### src/rtl/pid_loop_pkg.sv
// Shared definitions for the motor position-loop sequencer.
// Holds the FSM state encoding, the default data width and the signed
// saturation / magnitude-clip helpers used by the error and output paths.
package pid_loop_pkg;

    localparam int W_DEFAULT = 11;

    typedef enum logic [2:0] {
        ST_IDLE   = 3'd0,
        ST_WAIT   = 3'd1,
        ST_SAMPLE = 3'd2,
        ST_STEP   = 3'd3,
        ST_APPLY  = 3'd4,
        ST_FAULT  = 3'd5
    } state_t;

    // Clamp v to the range of a (w+1)-bit two's complement value: [-2^w, 2^w-1].
    function automatic logic signed [31:0] sat_signed(input logic signed [31:0] v,
                                                      input int w);
        logic signed [31:0] hi;
        logic signed [31:0] lo;
        hi = (32'sd1 <<< w) - 32'sd1;
        lo = -(32'sd1 <<< w);
        if (v > hi) begin
            return hi;
        end else if (v < lo) begin
            return lo;
        end else begin
            return v;
        end
    endfunction

    // Clamp v symmetrically to [-lim, lim].
    function automatic logic signed [31:0] clip_mag(input logic signed [31:0] v,
                                                    input logic signed [31:0] lim);
        if (v > lim) begin
            return lim;
        end else if (v < -lim) begin
            return -lim;
        end else begin
            return v;
        end
    endfunction

endpackage

### src/rtl/pid_loop_sequencer_pwm_gen.sv
// pwm_gen: free-running PWM counter 0..PWM_MAX with duty/direction
// double-buffering. New duty and direction are taken only at the counter
// wrap so a period is never cut short or stretched.
// Ports:
//   clk, reset      clock, asynchronous active-low reset
//   clr_i           forces duty 0, counter 0, pwm low, dir forward
//   pend_duty_i     pending duty (cycles high per period)
//   pend_dir_i      pending direction (1 = forward)
//   load_i          pending values are valid and may be loaded at wrap
//   pwm_o, dir_o    registered motor outputs
module pwm_gen
    import pid_loop_pkg::*;
#(
    parameter int PWM_MAX = 255,
    parameter int CW      = 8
) (
    input  logic          clk,
    input  logic          reset,
    input  logic          clr_i,
    input  logic [CW-1:0] pend_duty_i,
    input  logic          pend_dir_i,
    input  logic          load_i,
    output logic          pwm_o,
    output logic          dir_o
);

    localparam logic [CW-1:0] CNT_LAST = CW'(PWM_MAX);

    logic [CW-1:0] cnt_q, cnt_d;
    logic [CW-1:0] duty_q, duty_d;
    logic          dir_q, dir_d;
    logic          pwm_q, pwm_d;
    logic          wrap_s;

    assign wrap_s = (cnt_q == CNT_LAST);

    // Next counter, buffered duty/dir and the registered compare result.
    always_comb begin
        cnt_d  = cnt_q;
        duty_d = duty_q;
        dir_d  = dir_q;
        pwm_d  = 1'b0;
        if (clr_i) begin
            cnt_d  = {CW{1'b0}};
            duty_d = {CW{1'b0}};
            dir_d  = 1'b1;
            pwm_d  = 1'b0;
        end else begin
            cnt_d = wrap_s ? {CW{1'b0}} : (cnt_q + CW'(1));
            if (wrap_s && load_i) begin
                duty_d = pend_duty_i;
                dir_d  = pend_dir_i;
            end else begin
                duty_d = duty_q;
                dir_d  = dir_q;
            end
            // Registering the compare of the next count keeps pwm_o equal to
            // (cnt < duty) for the current cycle while coming straight from a flop.
            pwm_d = (cnt_d < duty_d);
        end
    end

    // PWM state registers.
    always_ff @(posedge clk or negedge reset) begin
        if (!reset) begin
            cnt_q  <= {CW{1'b0}};
            duty_q <= {CW{1'b0}};
            dir_q  <= 1'b1;
            pwm_q  <= 1'b0;
        end else begin
            cnt_q  <= cnt_d;
            duty_q <= duty_d;
            dir_q  <= dir_d;
            pwm_q  <= pwm_d;
        end
    end

    assign pwm_o = pwm_q;
    assign dir_o = dir_q;

endmodule

### src/rtl/pid_loop_sequencer.sv
// pid_loop_sequencer: sample-rate sequencer for the motor position loop.
// Once per DIV clocks it turns the latched encoder position and the setpoint
// into a saturated error for the PID datapath, strobes one PID update,
// clips the PID output and hands |u| / sign to the PWM generator.
// Ports:
//   clk, reset            clock, asynchronous active-low reset
//   enable                level run request; low returns to IDLE next cycle
//   setpoint, position    signed W+1-bit target and encoder position
//   pos_valid             one-cycle strobe qualifying position
//   pid_e                 registered saturated error to the PID
//   pid_step, pid_rst_n   PID update enable / active-low PID clear
//   pid_u                 PID output (combinational from pid_e)
//   pwm, dir              H-bridge drive, dir = 1 forward
//   busy, fault           loop active / sticky stale-encoder fault
module pid_loop_sequencer
    import pid_loop_pkg::*;
#(
    parameter int W       = W_DEFAULT,
    parameter int DIV     = 50000,
    parameter int PWM_MAX = 255,
    parameter int U_LIM   = 255
) (
    input  logic       clk,
    input  logic       reset,
    input  logic       enable,
    input  logic [W:0] setpoint,
    input  logic [W:0] position,
    input  logic       pos_valid,
    output logic [W:0] pid_e,
    output logic       pid_step,
    output logic       pid_rst_n,
    input  logic [W:0] pid_u,
    output logic       pwm,
    output logic       dir,
    output logic       busy,
    output logic       fault
);

    localparam int EW  = W + 1;
    localparam int SCW = $clog2(DIV);
    localparam int PCW = $clog2(PWM_MAX + 1);
    localparam logic [SCW-1:0] SC_LAST = SCW'(DIV - 1);

    state_t              state_q, state_d;
    logic [SCW-1:0]      sc_q, sc_d;
    logic                running_s, tick_s;
    logic [W:0]          hold_q, hold_d;
    logic                fresh_q, fresh_d;
    logic [W:0]          pid_e_q, pid_e_d;
    logic [W:0]          u_q, u_d;
    logic [PCW-1:0]      pend_duty_q, pend_duty_d;
    logic                pend_dir_q, pend_dir_d;
    logic                pend_vld_q, pend_vld_d;
    logic                pid_step_q, pid_step_d;
    logic                pid_rst_n_q, pid_rst_n_d;
    logic                busy_q, busy_d;
    logic                fault_q, fault_d;
    logic signed [W+1:0] diff_s;
    logic signed [31:0]  u_clip_s;
    logic                pwm_clr_s;

    assign running_s = (state_q != ST_IDLE) && (state_q != ST_FAULT);
    assign tick_s    = running_s && (sc_q == SC_LAST);

    // One extra bit so setpoint - position cannot wrap before saturation.
    assign diff_s   = $signed({setpoint[W], setpoint}) - $signed({hold_q[W], hold_q});
    assign u_clip_s = clip_mag(32'($signed(u_q)), 32'(U_LIM));

    // PWM is held off whenever the loop is not actively regulating.
    assign pwm_clr_s = (state_d == ST_IDLE) || (state_d == ST_FAULT);

    // FSM next-state logic; dropping enable overrides every state.
    always_comb begin
        state_d = state_q;
        if (!enable) begin
            state_d = ST_IDLE;
        end else begin
            case (state_q)
                ST_IDLE:   state_d = ST_WAIT;
                ST_WAIT: begin
                    if (tick_s) begin
                        state_d = fresh_q ? ST_SAMPLE : ST_FAULT;
                    end else begin
                        state_d = ST_WAIT;
                    end
                end
                ST_SAMPLE: state_d = ST_STEP;
                ST_STEP:   state_d = ST_APPLY;
                ST_APPLY:  state_d = ST_WAIT;
                ST_FAULT:  state_d = ST_FAULT;
                default:   state_d = ST_IDLE;
            endcase
        end
    end

    // Sample counter, position hold, error/output capture and pending duty.
    always_comb begin
        sc_d        = sc_q;
        hold_d      = hold_q;
        fresh_d     = fresh_q;
        pid_e_d     = pid_e_q;
        u_d         = u_q;
        pend_duty_d = pend_duty_q;
        pend_dir_d  = pend_dir_q;
        pend_vld_d  = pend_vld_q;

        // The period runs off the counter alone so it stays DIV whatever the FSM does.
        if (!running_s) begin
            sc_d = {SCW{1'b0}};
        end else if (tick_s) begin
            sc_d = {SCW{1'b0}};
        end else begin
            sc_d = sc_q + SCW'(1);
        end

        // A strobe landing in SAMPLE is a new reading and must keep fresh set.
        if (pos_valid) begin
            hold_d  = position;
            fresh_d = 1'b1;
        end else if (state_q == ST_SAMPLE) begin
            fresh_d = 1'b0;
        end else begin
            fresh_d = fresh_q;
        end

        if (state_q == ST_SAMPLE) begin
            pid_e_d = EW'(sat_signed(32'(diff_s), W));
        end else begin
            pid_e_d = pid_e_q;
        end

        if (state_q == ST_STEP) begin
            u_d = pid_u;
        end else begin
            u_d = u_q;
        end

        if (state_d == ST_IDLE) begin
            pend_duty_d = {PCW{1'b0}};
            pend_dir_d  = 1'b1;
            pend_vld_d  = 1'b0;
        end else if (state_q == ST_APPLY) begin
            pend_duty_d = PCW'(u_clip_s[31] ? -u_clip_s : u_clip_s);
            pend_dir_d  = ~u_q[W];
            pend_vld_d  = 1'b1;
        end else begin
            pend_duty_d = pend_duty_q;
            pend_dir_d  = pend_dir_q;
            pend_vld_d  = pend_vld_q;
        end
    end

    // Output flags decoded from the next state so they change with the state register.
    always_comb begin
        pid_step_d  = (state_d == ST_STEP);
        pid_rst_n_d = (state_d == ST_WAIT) || (state_d == ST_SAMPLE) ||
                      (state_d == ST_STEP) || (state_d == ST_APPLY);
        busy_d      = pid_rst_n_d;
        fault_d     = (state_d == ST_FAULT);
    end

    // State and datapath registers.
    always_ff @(posedge clk or negedge reset) begin
        if (!reset) begin
            state_q     <= ST_IDLE;
            sc_q        <= {SCW{1'b0}};
            hold_q      <= {EW{1'b0}};
            fresh_q     <= 1'b0;
            pid_e_q     <= {EW{1'b0}};
            u_q         <= {EW{1'b0}};
            pend_duty_q <= {PCW{1'b0}};
            pend_dir_q  <= 1'b1;
            pend_vld_q  <= 1'b0;
            pid_step_q  <= 1'b0;
            pid_rst_n_q <= 1'b0;
            busy_q      <= 1'b0;
            fault_q     <= 1'b0;
        end else begin
            state_q     <= state_d;
            sc_q        <= sc_d;
            hold_q      <= hold_d;
            fresh_q     <= fresh_d;
            pid_e_q     <= pid_e_d;
            u_q         <= u_d;
            pend_duty_q <= pend_duty_d;
            pend_dir_q  <= pend_dir_d;
            pend_vld_q  <= pend_vld_d;
            pid_step_q  <= pid_step_d;
            pid_rst_n_q <= pid_rst_n_d;
            busy_q      <= busy_d;
            fault_q     <= fault_d;
        end
    end

    pwm_gen #(
        .PWM_MAX (PWM_MAX),
        .CW      (PCW)
    ) u_pwm_gen (
        .clk         (clk),
        .reset       (reset),
        .clr_i       (pwm_clr_s),
        .pend_duty_i (pend_duty_q),
        .pend_dir_i  (pend_dir_q),
        .load_i      (pend_vld_q),
        .pwm_o       (pwm),
        .dir_o       (dir)
    );

    assign pid_e     = pid_e_q;
    assign pid_step  = pid_step_q;
    assign pid_rst_n = pid_rst_n_q;
    assign busy      = busy_q;
    assign fault     = fault_q;

endmodule

### config.mk
export PLATFORM = sky130hd
export DESIGN_NAME = pid_loop_sequencer
export DESIGN_NICKNAME = d
export VERILOG_FILES = /design/src/rtl/pid_loop_pkg.sv /design/src/rtl/pid_loop_sequencer_pwm_gen.sv /design/src/rtl/pid_loop_sequencer.sv
export SDC_FILE = /design/constraint.sdc
export NUM_CORES = 1
export LEC_CHECK = 0
export ABC_CLOCK_PERIOD_IN_PS = 10000
export BUFFER_PORTS_ARGS = -buffer_cell sky130_fd_sc_hd__clkbuf_2
export CELL_PAD_IN_SITES_DETAIL_PLACEMENT = 0
export CELL_PAD_IN_SITES_GLOBAL_PLACEMENT = 1
export CORE_MARGIN = 1.5
export CORE_UTILIZATION = 35
export CTS_CLUSTER_DIAMETER = 120
export CTS_CLUSTER_SIZE = 40
export DETAILED_ROUTE_END_ITERATION = 8
export PLACE_DENSITY = 0.61
export SYNTH_ARGS = -nofsm -noshare
export SYNTH_HDL_FRONTEND = slang
export SYNTH_SLANG_ARGS = --single-unit
### constraint.sdc
create_clock -name clk -period 10 [get_ports clk]
set_input_delay 0.5 -clock clk [delete_from_list [all_inputs] [get_ports clk]]
set_output_delay 0.5 -clock clk [all_outputs]
set_load 0.01 [all_outputs]
* Word level (Yosys, flattened, before mapping)
Cells that the tools add are included.
** Storage, ports and cells
- Register bits :: 87
- Output and inout port bits :: 18
** Operators by class
- Reductions and logical operators :: 14
- Equality and inequality tests :: 13
- Bitwise gates (word level) :: 1
- Muxes and demuxes :: 27
- Add/subtract/negate cells :: 4
- Magnitude comparators :: 5
** Operators by type and width (number)
- $mux 32 :: 2
- $mux 8 :: 8
- $mux 16 :: 2
- $mux 12 :: 2
- $add 16x1->16 const B :: 1
- $eq 16x16->1 const B :: 1
- $pmux 3 s5 :: 1
- $gt 13x12->1 const B :: 1
- $lt 13x12->1 const B :: 1
- $sub 12x12->13 :: 1
- $eq 3x2->1 const B :: 4
- $eq 3x3->1 const B :: 4
- $gt 12x9->1 const B :: 1
- $lt 12x9->1 const B :: 1
- $mux 1 :: 9
- $mux 3 :: 3
- $add 8x1->8 const B :: 1
- $eq 8x8->1 const B :: 1
- $lt 8x8->1 :: 1
- $neg 8->8 :: 1
- $eq 3x1->1 const B :: 2
- $logic_not 3->1 :: 2
- $reduce_bool 2->1 :: 3
- $logic_or 1x1->1 :: 4
- other kinds (5) :: 7

* Depth between registers and ports, before layout
- Word-level depth :: 11
- Mapped depth :: 14
- Mapped depth without buffers :: 13

* Modules after synthesis
A second synthesis with hierarchy kept.
** Second synthesis, totals
- Cells, all modules :: 490
- Area, all modules :: 4737.0 um^2
** By module, submodules not included
- pid_loop_sequencer :: instances 1, area each 3767.4 um^2, seq. area each 1727.9 um^2, cells each 398
- pwm_gen :: instances 1, area each 969.7 um^2, seq. area each 451.7 um^2, cells each 92

* Least setup slack after synthesis
No wires, ideal clock.
- Path type :: register -> register
- Start point :: reg u_q[2]
- End point :: reg pend_duty_q[4]
- Setup slack :: 6712 ps
- Arrival time :: 3166 ps
- Cell stages (with the launch flop) :: 14
- Path buffers :: 1
- Setup time :: 123 ps
- Cells stage by stage :: dfrtp_1 or3_1 or4b_1 o21ai_0 ha_1 clkbuf_1 inv_1 a21oi_1 ha_1 o22ai_1 a221o_1 a22o_1 a22oi_1 nor2b_1
** On the way
- Word-level cells in the longest chain between the ends :: 7
** RTL lines
- start: declaration :: RTL line pid_loop_sequencer.sv:50 : logic [W:0] u_q, u_d;
- start signal: assignment :: RTL line pid_loop_sequencer.sv:170 : u_q <= {EW{1'b0}};
- start signal: assignment :: RTL line pid_loop_sequencer.sv:184 : u_q <= u_d;
- $lt 12x9->1 :: RTL line pid_loop_pkg.sv:38 : end else if (v < -lim) begin
- $mux 32 :: RTL line pid_loop_pkg.sv:38
- $mux 32 * :: RTL line pid_loop_pkg.sv:36 : if (v > lim) begin
- $neg 8->8 :: RTL line pid_loop_sequencer.sv:143 : pend_duty_d = PCW'(u_clip_s[31] ? -u_clip_s : u_clip_s);
- $mux 8 * :: RTL line pid_loop_sequencer.sv:143
- $mux 8 * :: RTL line pid_loop_sequencer.sv:142 : end else if (state_q == ST_APPLY) begin
- $mux 8 * :: RTL line pid_loop_sequencer.sv:138 : if (state_d == ST_IDLE) begin
- end signal: assignment :: RTL line pid_loop_sequencer.sv:171 : pend_duty_q <= {PCW{1'b0}};
- end signal: assignment :: RTL line pid_loop_sequencer.sv:185 : pend_duty_q <= pend_duty_d;
- end: declaration :: RTL line pid_loop_sequencer.sv:51 : logic [PCW-1:0] pend_duty_q, pend_duty_d;
Every way passes the cells marked *; elsewhere a longest branch is shown, timed or not. The select of a mux whose other input is x is not followed.
A chain may end at the register's enable or synchronous reset.

* Worst setup path after layout
Ends and elaborated chain as after synthesis.

==> impl_metrics.json <==
{
  "grt_pass1_vias": 3697,
  "vdd_drop_max_uv": 84.0,
  "cap_violations": 0,
  "drt_iter0_markers": 198,
  "cp.arrival_ns": 3.70,
  "row_count": 43,
  "leakagePower_uw": 0.00267,
  "rsz0062_at_grt": "false",
  "ant_nets": 0,
  "cp-start-kind": "flop",
  "post_cts_buffers": 0,
  "synth_top_family_by_area": "simple AND/OR/NAND/NOR gates",
  "antenna_cells": 0,
  "routed_wl_mm": 11.1,
  "drc_errors": 0,
  "clock_skew_ns": 0.00601,
  "synth-compound-area-share_pct": 17.4,
  "async_flop_share_pct": 100,
  "place.detailed.hpwl_mm": 8.00,
  "finalSetupTns_ns": 0,
  "hold_viol_final": 0,
  "path_max_fanout": 10,
  "synth_mux_area_share_pct": 4.42,
  "min_period_over_period_pct": 34.7,
  "ctsResizeCount": 0,
  "die_y_um": 121,
  "synthAdderAreaFrac_pct": 6.28,
  "syn_inst": 508,
  "h-tree-depth": 3,
  "gr-usage-all-layers_pct": 16.2,
  "yosys_warnings": 0,
  "clock_path_buffers": 2,
  "avgRoutedWirePerCell_um": 14.9,
  "max-slew-margin-rel_pct": 37.6,
  "synth-edff-count": 0,
  "synthSimpleGateAreaFrac_pct": 19.1,
  "fmax_ghz": 0.288,
  "globalRoute.totalOverflow": 0,
  "tightest_slew_ns": 0.935,
  "cts_sinks": 87,
  "grt_first_pass_wirelength_mm": 18.9,
  "maxSlewViolCount": 0,
  "start_util_pct": 35.6,
  "insertion_delay_ns": 0.34,
  "cp.required_ns": 10.23,
  "grt_max_degree": 45,
  "hp-class": "input port to async pin",
  "num_vias": 3796,
  "postSynthAreaPerCell_um2": 9.65,
  "critPathKind": "flop to flop",
  "dp_worst_setup_slack_ns": 6.55,
  "power.density_nw_per_um2": 152,
  "via_per_inst": 5.12,
  "nets": 621,
  "clkTransAtPathRegs_ns": 0.06,
  "port_buffers": 57,
  "endpoint_kind": "flop",
  "drt_pass1_iterations": 4,
  "grt_antenna_before_repair": 0,
  "setup_viol": 0,
  "synth_xor_area_share_pct": 4.11,
  "ys_types": 69,
  "status": "complete, no violations",
  "boundaryPins": 58,
  "areaGrowthSynthToFinish_pct": 14.5,
  "min_period_ns": 3.47,
  "layout_setup_ws_ns": 6.53,
  "coreArea_um2": 13800,
  "synth.net_count": 572,
  "netlist_area_um2": 4900,
  "routabilityCongestion": 0.812,
  "die_width_um": 121,
  "die_area_um2": 14700,
  "yosys_most_used_dff": "dfrtp_1",
  "drive_gt1_share_pct": 18.5,
  "cts_buffers": 9,
  "hold_buffers": 0,
  "cts-root-buf": "clkbuf_16",
  "tritoncts": "built",
  "ys_seq_elements": 87,
  "synth.yosys.seq_area_share_pct": 44.5
}
==> cell type report <==
type	instances	area, µm²
clock inverter	4	72.6
sequential	87	2180
clock buffer	11	233
multi-input combinational	377	2510
tap	180	225
inverter	23	86.3
timing repair buffer	59	303
fill	1402	8160
==> metrics by stage <==
step,hold slack [ns],util [%],std cells,power [µW],cell area (µm²)
3_3_place_gp,0.444,38.5,726,504,5310
4_1_cts,0.188,40.7,741,867,5610
3_5_place_dp,0.450,38.5,726,505,5310
5_1_grt,0.212,40.7,741,897,5610
6_report,0.164,40.7,741,855,5610
2_1_floorplan,0.204,-,508,470,4900
==> critical path, stage by stage, from the launching register on <==
cell and delay, ns:
dfrtp_1 0.42, or3_1 0.43, or4b_1 0.53, o21ai_0 0.18
ha_1 0.35, nor3_1 0.31, ha_1 0.30, o22ai_1 0.09
a221o_1 0.35, a22o_1 0.19, a22oi_1 0.13, nor2b_1 0.06
==> metal layers <==
| metal | track usage (%) | share of wire (%) | wire, µm | vias up |
|---|---|---|---|---|
| li1 | - | - | - | 1907 |
| met1 | 23.9 | 51 | 5690 | 1814 |
| met2 | 23.9 | 44 | 4840 | 62 |
| met3 | 2.58 | 3.2 | 350 | 13 |
| met4 | 5.96 | 1.6 | 174 | 0 |
| met5 | 0 | 0 | 0 | - |
==> flip-flops by register name, indices dropped and copies added (netlist names) <==
name	count
pend_vld_q	1
u_pwm_gen.dir_o	1
fresh_q	1
u_pwm_gen.pwm_o	1
fault	1
sc_q	16
busy	1
pend_duty_q	8
state_q	3
pend_dir_q	1
pid_e	12
hold_q	12
u_pwm_gen.duty_q	8
u_q	12
u_pwm_gen.cnt_q	8
pid_step	1
==> cell usage after synthesis, drive strengths merged (2+ instances only) <==
library cell	count	area share, %
o21ai	35	3.7
a21oi	19	1.9
and4	6	1.1
nand4	3	0.38
o221ai	3	0.66
nor4	2	0.26
nand2b	3	0.38
o311a	2	0.41
and2	9	1.1
o31ai	7	1.2
o2bb2ai	2	0.36
nor2b	12	1.6
a21boi	4	0.61
or2	5	0.64
dfstp	2	1.1
o21a	7	1.1
buf	10	1.6
a22oi	3	0.46
ha	23	5.9
xor2	9	1.6
o211ai	3	0.46
a311oi	2	0.49
inv	23	1.8
o22ai	4	0.51
a211oi	2	0.31
o21bai	4	0.61
mux2	13	3.0
dfrtp	85	43
nor3	13	1.3
o2111a	2	0.46
nand3	19	1.9
a2bb2oi	2	0.36
a21o	6	0.92
and3	8	1.0
nor2	46	3.5
xnor2	14	2.5
clkbuf	11	0.84
nand2	47	3.8
nor4b	2	0.36
mux2i	7	1.4
a31oi	8	1.0
or3	4	0.51
==> power breakdown <==
part	internal [µW]	switching, µW	leakage [µW]
combinational	52.5	76.3	0.00144
sequential	362	7.26	0.00108
clock	217	140	0.000146
total	632	223	0.00267
==> cell usage in the layout, fill, tap and decap left out, types with 4 or more instances in the layout <==
cell type / n
ha_1: 23
nor2b_1: 11
a31oi_1: 8
and3_1: 8
nor3_1: 13
xnor2_1: 14
and2_1: 9
clkbuf_2: 56
o21a_1: 7
clkbuf_16: 9
and4_1: 6
o21bai_1: 4
mux2i_1: 7
dfrtp_1: 85
nand3_1: 19
inv_1: 23
a21o_1: 6
xor2_1: 9
o21ai_0: 31
o22ai_1: 4
a21boi_0: 4
o31ai_1: 6
or2_2: 5
mux2_2: 13
or3_1: 4
nand2_1: 46
a21oi_1: 19
nor2_1: 46
==> path summary, 6_finish.rpt <==
| path | startpoint | end | slack (ns) | cells after the start |
|---|---|---|---|---|
| worst max-delay path | u_q[2]$_DFFE_PN0N_ | pend_duty_q[4]$_DFFE_PN0P_ | 6.53 | 11 |
| max in group asynchronous | reset | u_q[2]$_DFFE_PN0N_ | 8.83 | 2 |
| min in group clk | position[11] | hold_q[11]$_DFFE_PN0P_ | 0.36 | 3 |
| worst max register to register | u_q[2]$_DFFE_PN0N_ | pend_duty_q[4]$_DFFE_PN0P_ | 6.53 | 11 |
| worst min-delay path | reset | u_pwm_gen.pwm_o$_DFF_PN0_ | 0.16 | 1 |
| worst min register to register | sc_q[0]$_DFF_PN0_ | sc_q[0]$_DFF_PN0_ | 0.46 | 1 |
==> logic make-up (layout without fill, tap and decap cells) <==
group | Yosys count | in the layout
AND/OR/NAND/NOR | 185 | 185
flip-flops | 87 | 87
buffers and inverters | 44 | 97
adder cells (fa/ha/maj) | 24 | 24
multiplexers | 20 | 20
XOR/XNOR | 23 | 23
AO/OA/AOI/OAI | 125 | 125
Note: power is estimated with default switching activity, not from simulation.
